### src/rtl/div_ctrl_pkg.sv
// Shared encodings and constants for the EX-stage divide control unit.
package div_ctrl_pkg;

   localparam int WIDTH_DEF = 32;

   localparam logic [2:0] FN_DIV  = 3'b100;
   localparam logic [2:0] FN_DIVU = 3'b101;
   localparam logic [2:0] FN_REM  = 3'b110;
   localparam logic [2:0] FN_REMU = 3'b111;

   localparam logic [WIDTH_DEF-1:0] INT_MIN  = {1'b1, {(WIDTH_DEF-1){1'b0}}};
   localparam logic [WIDTH_DEF-1:0] ALL_ONES = '1;

   typedef enum logic [2:0] {
      ST_IDLE,
      ST_START,
      ST_BUSY,
      ST_RESP,
      ST_DRAIN
   } state_t;

endpackage

### src/rtl/div_special_det.sv
// Detects ops that can be answered without the divider (div-by-zero, signed
// overflow, last-result reuse) and muxes the corresponding result.
module div_special_det
   import div_ctrl_pkg::*;
#(
   parameter int WIDTH    = WIDTH_DEF,
   parameter bit CACHE_EN = 1'b1
) (
   input  logic [WIDTH-1:0] rs1,
   input  logic [WIDTH-1:0] rs2,
   input  logic             sign,
   input  logic             sel_rem,
   input  logic             cache_vld,
   input  logic [WIDTH-1:0] cache_rs1,
   input  logic [WIDTH-1:0] cache_rs2,
   input  logic             cache_sign,
   input  logic [WIDTH-1:0] cache_quo,
   input  logic [WIDTH-1:0] cache_rem,
   output logic             take,
   output logic [WIDTH-1:0] res
);

   localparam logic [WIDTH-1:0] ONES = '1;
   localparam logic [WIDTH-1:0] MIN  = {1'b1, {(WIDTH-1){1'b0}}};

   logic div_zero;
   logic overflow;
   logic cache_hit;

   assign div_zero  = (rs2 == '0);
   assign overflow  = sign && (rs1 == MIN) && (rs2 == ONES);
   assign cache_hit = CACHE_EN && cache_vld && (rs1 == cache_rs1) &&
                      (rs2 == cache_rs2) && (sign == cache_sign);
   assign take      = div_zero | overflow | cache_hit;

   // Divide-by-zero outranks overflow (rs2 cannot be both zero and all ones).
   always_comb begin
      res = '0;
      if (div_zero)
         res = sel_rem ? rs1 : ONES;
      else if (overflow)
         res = sel_rem ? '0 : MIN;
      else if (cache_hit)
         res = sel_rem ? cache_rem : cache_quo;
   end

endmodule

### src/rtl/div_ctrl.sv
// EX-stage control for DIV/DIVU/REM/REMU: drives the iterative divider,
// resolves special cases and reuses the last divider result when possible.
module div_ctrl
   import div_ctrl_pkg::*;
#(
   parameter int WIDTH    = WIDTH_DEF,
   parameter bit CACHE_EN = 1'b1
) (
   input  logic             clk,
   input  logic             rst_n,
   input  logic             op_valid,
   output logic             op_ready,
   input  logic [2:0]       op_funct3,
   input  logic [WIDTH-1:0] op_rs1,
   input  logic [WIDTH-1:0] op_rs2,
   input  logic             flush,
   output logic             res_valid,
   output logic [WIDTH-1:0] res_data,
   output logic [WIDTH-1:0] div_dividend,
   output logic [WIDTH-1:0] div_divisor,
   output logic             div_sign,
   output logic             div_start,
   input  logic             div_busy,
   input  logic [WIDTH-1:0] div_quotient,
   input  logic [WIDTH-1:0] div_remainder
);

   state_t state, state_nx;

   logic             accept;
   logic             sel_rem;
   logic             busy_seen;
   logic             div_done;
   logic             sp_take;
   logic [WIDTH-1:0] sp_res;

   logic             c_vld;
   logic             c_sign;
   logic [WIDTH-1:0] c_rs1, c_rs2, c_quo, c_rem;

   assign accept   = op_valid && op_ready && op_funct3[2];
   assign div_done = (state == ST_BUSY) && !flush && !div_busy;

   div_special_det #(
      .WIDTH    (WIDTH),
      .CACHE_EN (CACHE_EN)
   ) u_det (
      .rs1        (op_rs1),
      .rs2        (op_rs2),
      .sign       (~op_funct3[0]),
      .sel_rem    (op_funct3[1]),
      .cache_vld  (c_vld),
      .cache_rs1  (c_rs1),
      .cache_rs2  (c_rs2),
      .cache_sign (c_sign),
      .cache_quo  (c_quo),
      .cache_rem  (c_rem),
      .take       (sp_take),
      .res        (sp_res)
   );

   always_comb begin
      state_nx  = state;
      op_ready  = (state == ST_IDLE) && !flush && rst_n;
      res_valid = (state == ST_RESP) && !flush;
      div_start = (state == ST_START) || (state == ST_BUSY) || (state == ST_DRAIN);
      case (state)
         ST_IDLE:  if (accept) state_nx = sp_take ? ST_RESP : ST_START;
         ST_START: begin
            if (flush)         state_nx = ST_DRAIN;
            else if (div_busy) state_nx = ST_BUSY;
         end
         ST_BUSY: begin
            if (flush)          state_nx = ST_DRAIN;
            else if (!div_busy) state_nx = ST_RESP;
         end
         ST_RESP:  state_nx = ST_IDLE;
         // The handshake must finish: hold start until busy has risen and fallen.
         ST_DRAIN: if (busy_seen && !div_busy) state_nx = ST_IDLE;
         default:  state_nx = ST_IDLE;
      endcase
   end

   always_ff @(posedge clk or negedge rst_n) begin
      if (!rst_n) begin
         state        <= ST_IDLE;
         res_data     <= '0;
         div_dividend <= '0;
         div_divisor  <= '0;
         div_sign     <= 1'b0;
         sel_rem      <= 1'b0;
         busy_seen    <= 1'b0;
         c_vld        <= 1'b0;
         c_sign       <= 1'b0;
         c_rs1        <= '0;
         c_rs2        <= '0;
         c_quo        <= '0;
         c_rem        <= '0;
      end else begin
         state <= state_nx;
         if (accept) begin
            div_dividend <= op_rs1;
            div_divisor  <= op_rs2;
            div_sign     <= ~op_funct3[0];
            sel_rem      <= op_funct3[1];
            if (sp_take) res_data <= sp_res;
         end
         if (div_done) begin
            res_data <= sel_rem ? div_remainder : div_quotient;
            if (CACHE_EN) begin
               c_vld  <= 1'b1;
               c_sign <= div_sign;
               c_rs1  <= div_dividend;
               c_rs2  <= div_divisor;
               c_quo  <= div_quotient;
               c_rem  <= div_remainder;
            end
         end
         // A flush from BUSY means busy already rose; from START it may rise now.
         if (state_nx == ST_DRAIN && state != ST_DRAIN) begin
            busy_seen <= (state == ST_BUSY) || div_busy;
            c_vld     <= 1'b0;
         end else if (state == ST_DRAIN) begin
            busy_seen <= busy_seen || div_busy;
         end
      end
   end

endmodule

### config.mk
export PLATFORM = sky130hd
export DESIGN_NAME = div_ctrl
export DESIGN_NICKNAME = d
export VERILOG_FILES = /design/src/rtl/div_ctrl_pkg.sv /design/src/rtl/div_special_det.sv /design/src/rtl/div_ctrl.sv
export SDC_FILE = /design/constraint.sdc
export NUM_CORES = 1
export LEC_CHECK = 0
export ABC_AREA = 1
export CELL_PAD_IN_SITES_DETAIL_PLACEMENT = 0
export CELL_PAD_IN_SITES_GLOBAL_PLACEMENT = 1
export CORE_MARGIN = 2
export CORE_UTILIZATION = 31
export DETAILED_ROUTE_END_ITERATION = 6
export PLACE_DENSITY_LB_ADDON = 0.1
export REMOVE_ABC_BUFFERS = 1
export SETUP_SLACK_MARGIN = 0.2
export SYNTH_ARGS = -nofsm -noshare
export SYNTH_HDL_FRONTEND = slang
export SYNTH_SLANG_ARGS = --single-unit
### constraint.sdc
create_clock -name clk -period 1.9 [get_ports clk]
set_input_delay 0.38 -clock clk [delete_from_list [all_inputs] [get_ports clk]]
set_output_delay 0.38 -clock clk [all_outputs]
set_load 0.03 [all_outputs]
==> flow_metrics.py <==
metrics = {
    "sta": {
        "fin_crit_sh_pct": 103.1,
        "whs_ns": 0.01520,
        "max-slew-margin-rel_pct": 48.07,
        "fmax_mhz": 510.7,
        "setup_violations": 33,
        "worst_slew_pin_slew_ns": 0.7790,
        "fin_ws_ns": -0.05795,
        "final-max-slew-violation-count": 0,
        "finalHoldViolations": 0,
        "rsz0062_at_grt": "yes",
        "fin_skew_ns": 0.02493,
        "finalCriticalPeriod_ns": 1.958,
    },
    "cts": {
        "cts_root_buf": "clkbuf_16",
        "clk_pin_slew_ns": 0.06,
        "htree_levels": 1,
        "cts_tree": "yes",
        "clk_latency_ns": 0.57,
        "clock_sinks": 232,
        "cts_buffer_depth": 3,
        "numCtsBuffers": 29,
    },
    "yosys": {
        "synthMuxAreaShare_pct": 0,
        "synth-simple-area-share_pct": 29.77,
        "synth_top_area_share_pct": 49.84,
        "ys_seq_area_share_pct": 49.84,
        "netlist_area_sq_um": 11650,
        "yosys.cell_types.count": 30,
        "synth_top_family_by_area": "simple AND/OR/NAND/NOR gates",
        "yosysWarnings": 0,
        "synth_edf_count": 0,
        "netlist_instances": 1595,
        "synth_fa_ha_area_share_pct": 0,
        "yosysTopAreaCell": "dfrtp_1",
        "async_flop_share_pct": 100.0,
        "synth.most_common_cell": "nand2_1",
        "synth_area_per_cell_sq_um": 7.303,
        "synth_compound_area_share_pct": 10.76,
        "synth_area_leaders": "dfrtp_1 (50%), nand2_1 (21%), o21ai_0 (8.3%)",
        "yosys_most_used_dff": "dfrtp_1",
        "ys_seq_elements": 232,
        "yosys.area_share.xor_xnor_pct": 1.203,
        "synthTopCellsByCount": "nand2_1 (663), dfrtp_1 (232), o21ai_0 (194), inv_1 (144), nand3_1 (105)",
    },
    "pwr": {
        "combPwrFrac_pct": 28.8,
        "total_power_mw": 17.62,
        "sequentialPowerShare_pct": 40.3,
        "vdd_drop_max_mv": 0.6187,
        "p_switching_mw": 6.105,
        "powerDensity_nw_per_um2": 1018,
        "intPower_mw": 11.51,
        "p_clk_share_pct": 30.8,
        "p_leak_nw": 8.451,
        "netSwitchingFraction_pct": 34.65,
    },
    "final_layout": {
        "final.fill_count": 3758,
        "fin_nets": 2069,
        "drive_gt1_share_pct": 20.16,
        "multiInputGateArea_sq_um": 5241,
        "antenna_cells": 0,
        "seqCellArea_sq_um": 5807,
        "area_growth_pct": 48.52,
    },
    "setup_path": {
        "crit_chain": "clkdlybuf4s50_1 > inv_1 > nand2_2 > nand2_1 > nor2_1 > nand2_1 > nor2_1 > nand2_1 > nor2_4 > nand3_4 > nand3_4 > nand2_8 > buf_12 > clkinv_16 > nand3_2 > nand2_1",
        "cp-startpoint": "op_rs1[13]",
        "critPathRequiredTime_ns": 2.41,
        "critPathKind": "primary input to flop",
        "r2r_slack_ns": -0.06,
        "r2r_cells": 13,
        "crit_buf_inv": 4,
        "path_delay_family": "simple AND/OR/NAND/NOR gates",
        "reg2reg_from": "c_rs1[23]",
        "startpoint_type": "primary input",
        "crit_path_end_kind": "flop",
        "critical_path_cell_count": 16,
        "cp_max_fo": 8,
        "cpPeakStageDelay_ns": 0.51,
        "cpMostUsedCell": "nand2_1",
        "endpoint": "res_data[10]",
        "critPathArrivalTime_ns": 2.46,
        "cpMaxStageDelayCell": "clkdlybuf4s50_1",
        "rr_endpoint": "res_data[4]",
    },
    "outcome": {
        "violations": "setup timing",
        "status": "finished with violations",
    },
    "detailed_routing": {
        "drtPass1Iterations": 5,
        "ant_nets": 0,
        "wl_per_cell_um": 17.89,
        "routed_wirelength_um": 43440,
        "vias": 11570,
        "via_per_inst": 4.765,
        "remaining_drc_errors": 0,
        "drt_iter0_markers": 639,
    },
    "placed_design": {
        "hpwlAfterDp_um": 29180,
        "place_congestion": 0.8070,
        "pre_cts_slack_ns": -0.8112,
        "port_buffers": 235,
    },
    "floorplan": {
        "die_y_um": 197.8,
        "dieArea_sq_um": 39140,
        "initial_utilization_pct": 31.22,
        "core_sq_um": 37310,
        "die_x_um": 197.8,
        "num_rows": 71,
        "num_io_pins": 236,
    },
    "grt": {
        "grt_usage_pct": 21.33,
        "gr-total-overflow": 0,
        "antenna_found_initial": 2,
        "grt_pass1_vias": 11110,
        "grt_pass1_wl_um": 64490,
        "grt_max_degree": 130,
    },
    "flow_run": {
        "cap_violations": 0,
    },
    "hold_path": {
        "hold_path_class": "primary input to asynchronous set/reset pin",
    },
}
==> logic make-up after synthesis <==
kind of cell	after synthesis
AOI/OAI and AO/OA	249
xor gates and xnor gates	16
buffers and inverters	239
DFF	232
and+or+nand+nor	859
==> metal layers <==
| layer | up-vias | GRT usage, % | part of all wire [%] |
|---|---|---|---|
| li1 | 5696 | - | - |
| met5 | - | 0 | 0.060 |
| met3 | 71 | 3.390 | 5.1 |
| met4 | 4 | 4.985 | 2.4 |
| met2 | 281 | 34.48 | 47 |
| met1 | 5517 | 29.96 | 46 |
==> state kept, by name, summed over array words and instances (netlist names), 3 cells and up <==
signal / cells
res_data: 32
c_quo: 32
state: 3
c_rem: 32
div_divisor: 32
div_dividend: 32
c_rs1: 32
c_rs2: 32
==> tightest hold or removal path, stage by stage <==
cell,delay [ns]
buf_8,0.09
buf_4,0.14
buf_12,0.38
==> timing repair <==
action	4_1_cts	5_1_grt
hold buffers	0	0
cloned	3	11
pin swaps	13	31
setup endpoints to repair	249	204
buffers inserted	4	10
gates resized for setup	372	105
==> power by group through the flow <==
stage | clock (mW) | combinational [mW] | sequential, mW
after floorplan | 0 | 2.02 | 7.89
after global placement | 0 | 5.11 | 7.14
after detailed placement | 0 | 5.15 | 7.17
after CTS | 5.57 | 5.05 | 7.10
after global routing | 5.81 | 5.67 | 7.28
final | 5.43 | 5.08 | 7.10
==> cell type report <==
class | instances | share of cell area (%)
clock buffers | 47 | 4.990
clock inverters | 5 | 0.3327
repair inverters | 3 | 0.4629
repair buffers | 389 | 23.42
inverters | 154 | 3.508
well taps | 474 | 3.428
flip-flops and latches | 232 | 33.56
multi-input cells | 1124 | 30.30
==> per-stage QoR <==
| stage | util [%] | std cells | instance area, sq um | setup TNS, ns |
|---|---|---|---|---|
| after global routing | 46.37 | 2428 | 17300 | -5.255 |
| after CTS | 45.03 | 2407 | 16800 | -0.7550 |
| after global placement | 41.26 | 2348 | 15400 | -47.24 |
| final | 46.37 | 2428 | 17300 | -1.344 |
| after detailed placement | 41.26 | 2348 | 15400 | -46.82 |
| after floorplan | - | 1510 | 11250 | -548.23 |
==> layout by cell type (no fill, tap or decap), types with 3 or more instances in the layout <==
master / Yosys / routed
a31oi_1: 3 / 3
o21ai_0: 194 / 176
buf_8: 0 / 3
nor2_4: 1 / 7
nand3_2: 2 / 28
xnor2_1: 15 / 15
nand2_2: 0 / 15
buf_12: 0 / 25
clkbuf_2: 1 / 7
clkinv_16: 0 / 3
buf_6: 3 / 14
clkdlybuf4s15_2: 0 / 73
nand3_1: 105 / 74
nand2_1: 663 / 645
or2_2: 4 / 3
nand3_4: 0 / 5
nand4_1: 22 / 22
inv_2: 9 / 13
o21ai_1: 15 / 28
clkbuf_8: 0 / 7
a21oi_1: 36 / 35
clkbuf_1: 36 / 11
o21ai_2: 0 / 5
inv_1: 144 / 137
clkbuf_16: 0 / 37
nor2_1: 54 / 43
clkdlybuf4s50_1: 0 / 131
buf_4: 1 / 107
nor2_2: 2 / 7
dfrtp_1: 232 / 231
buf_2: 41 / 14
==> worst min-delay path by stage <==
stage / startpoint / end / slack (ns) / depth (start not counted)
after CTS: rst_n / div_divisor[17] / 0.07 / 3
after global routing: rst_n / div_divisor[17] / 0.05 / 3
after global placement: c_rem[6] / c_rem[6] / 0.45 / 2
final: rst_n / div_divisor[17] / 0.02 / 3
after floorplan: rst_n / busy_seen / 0.08 / 0
after detailed placement: c_rem[25] / c_rem[25] / 0.46 / 2
No activity file was read; power rests on OpenSTA's default activity.
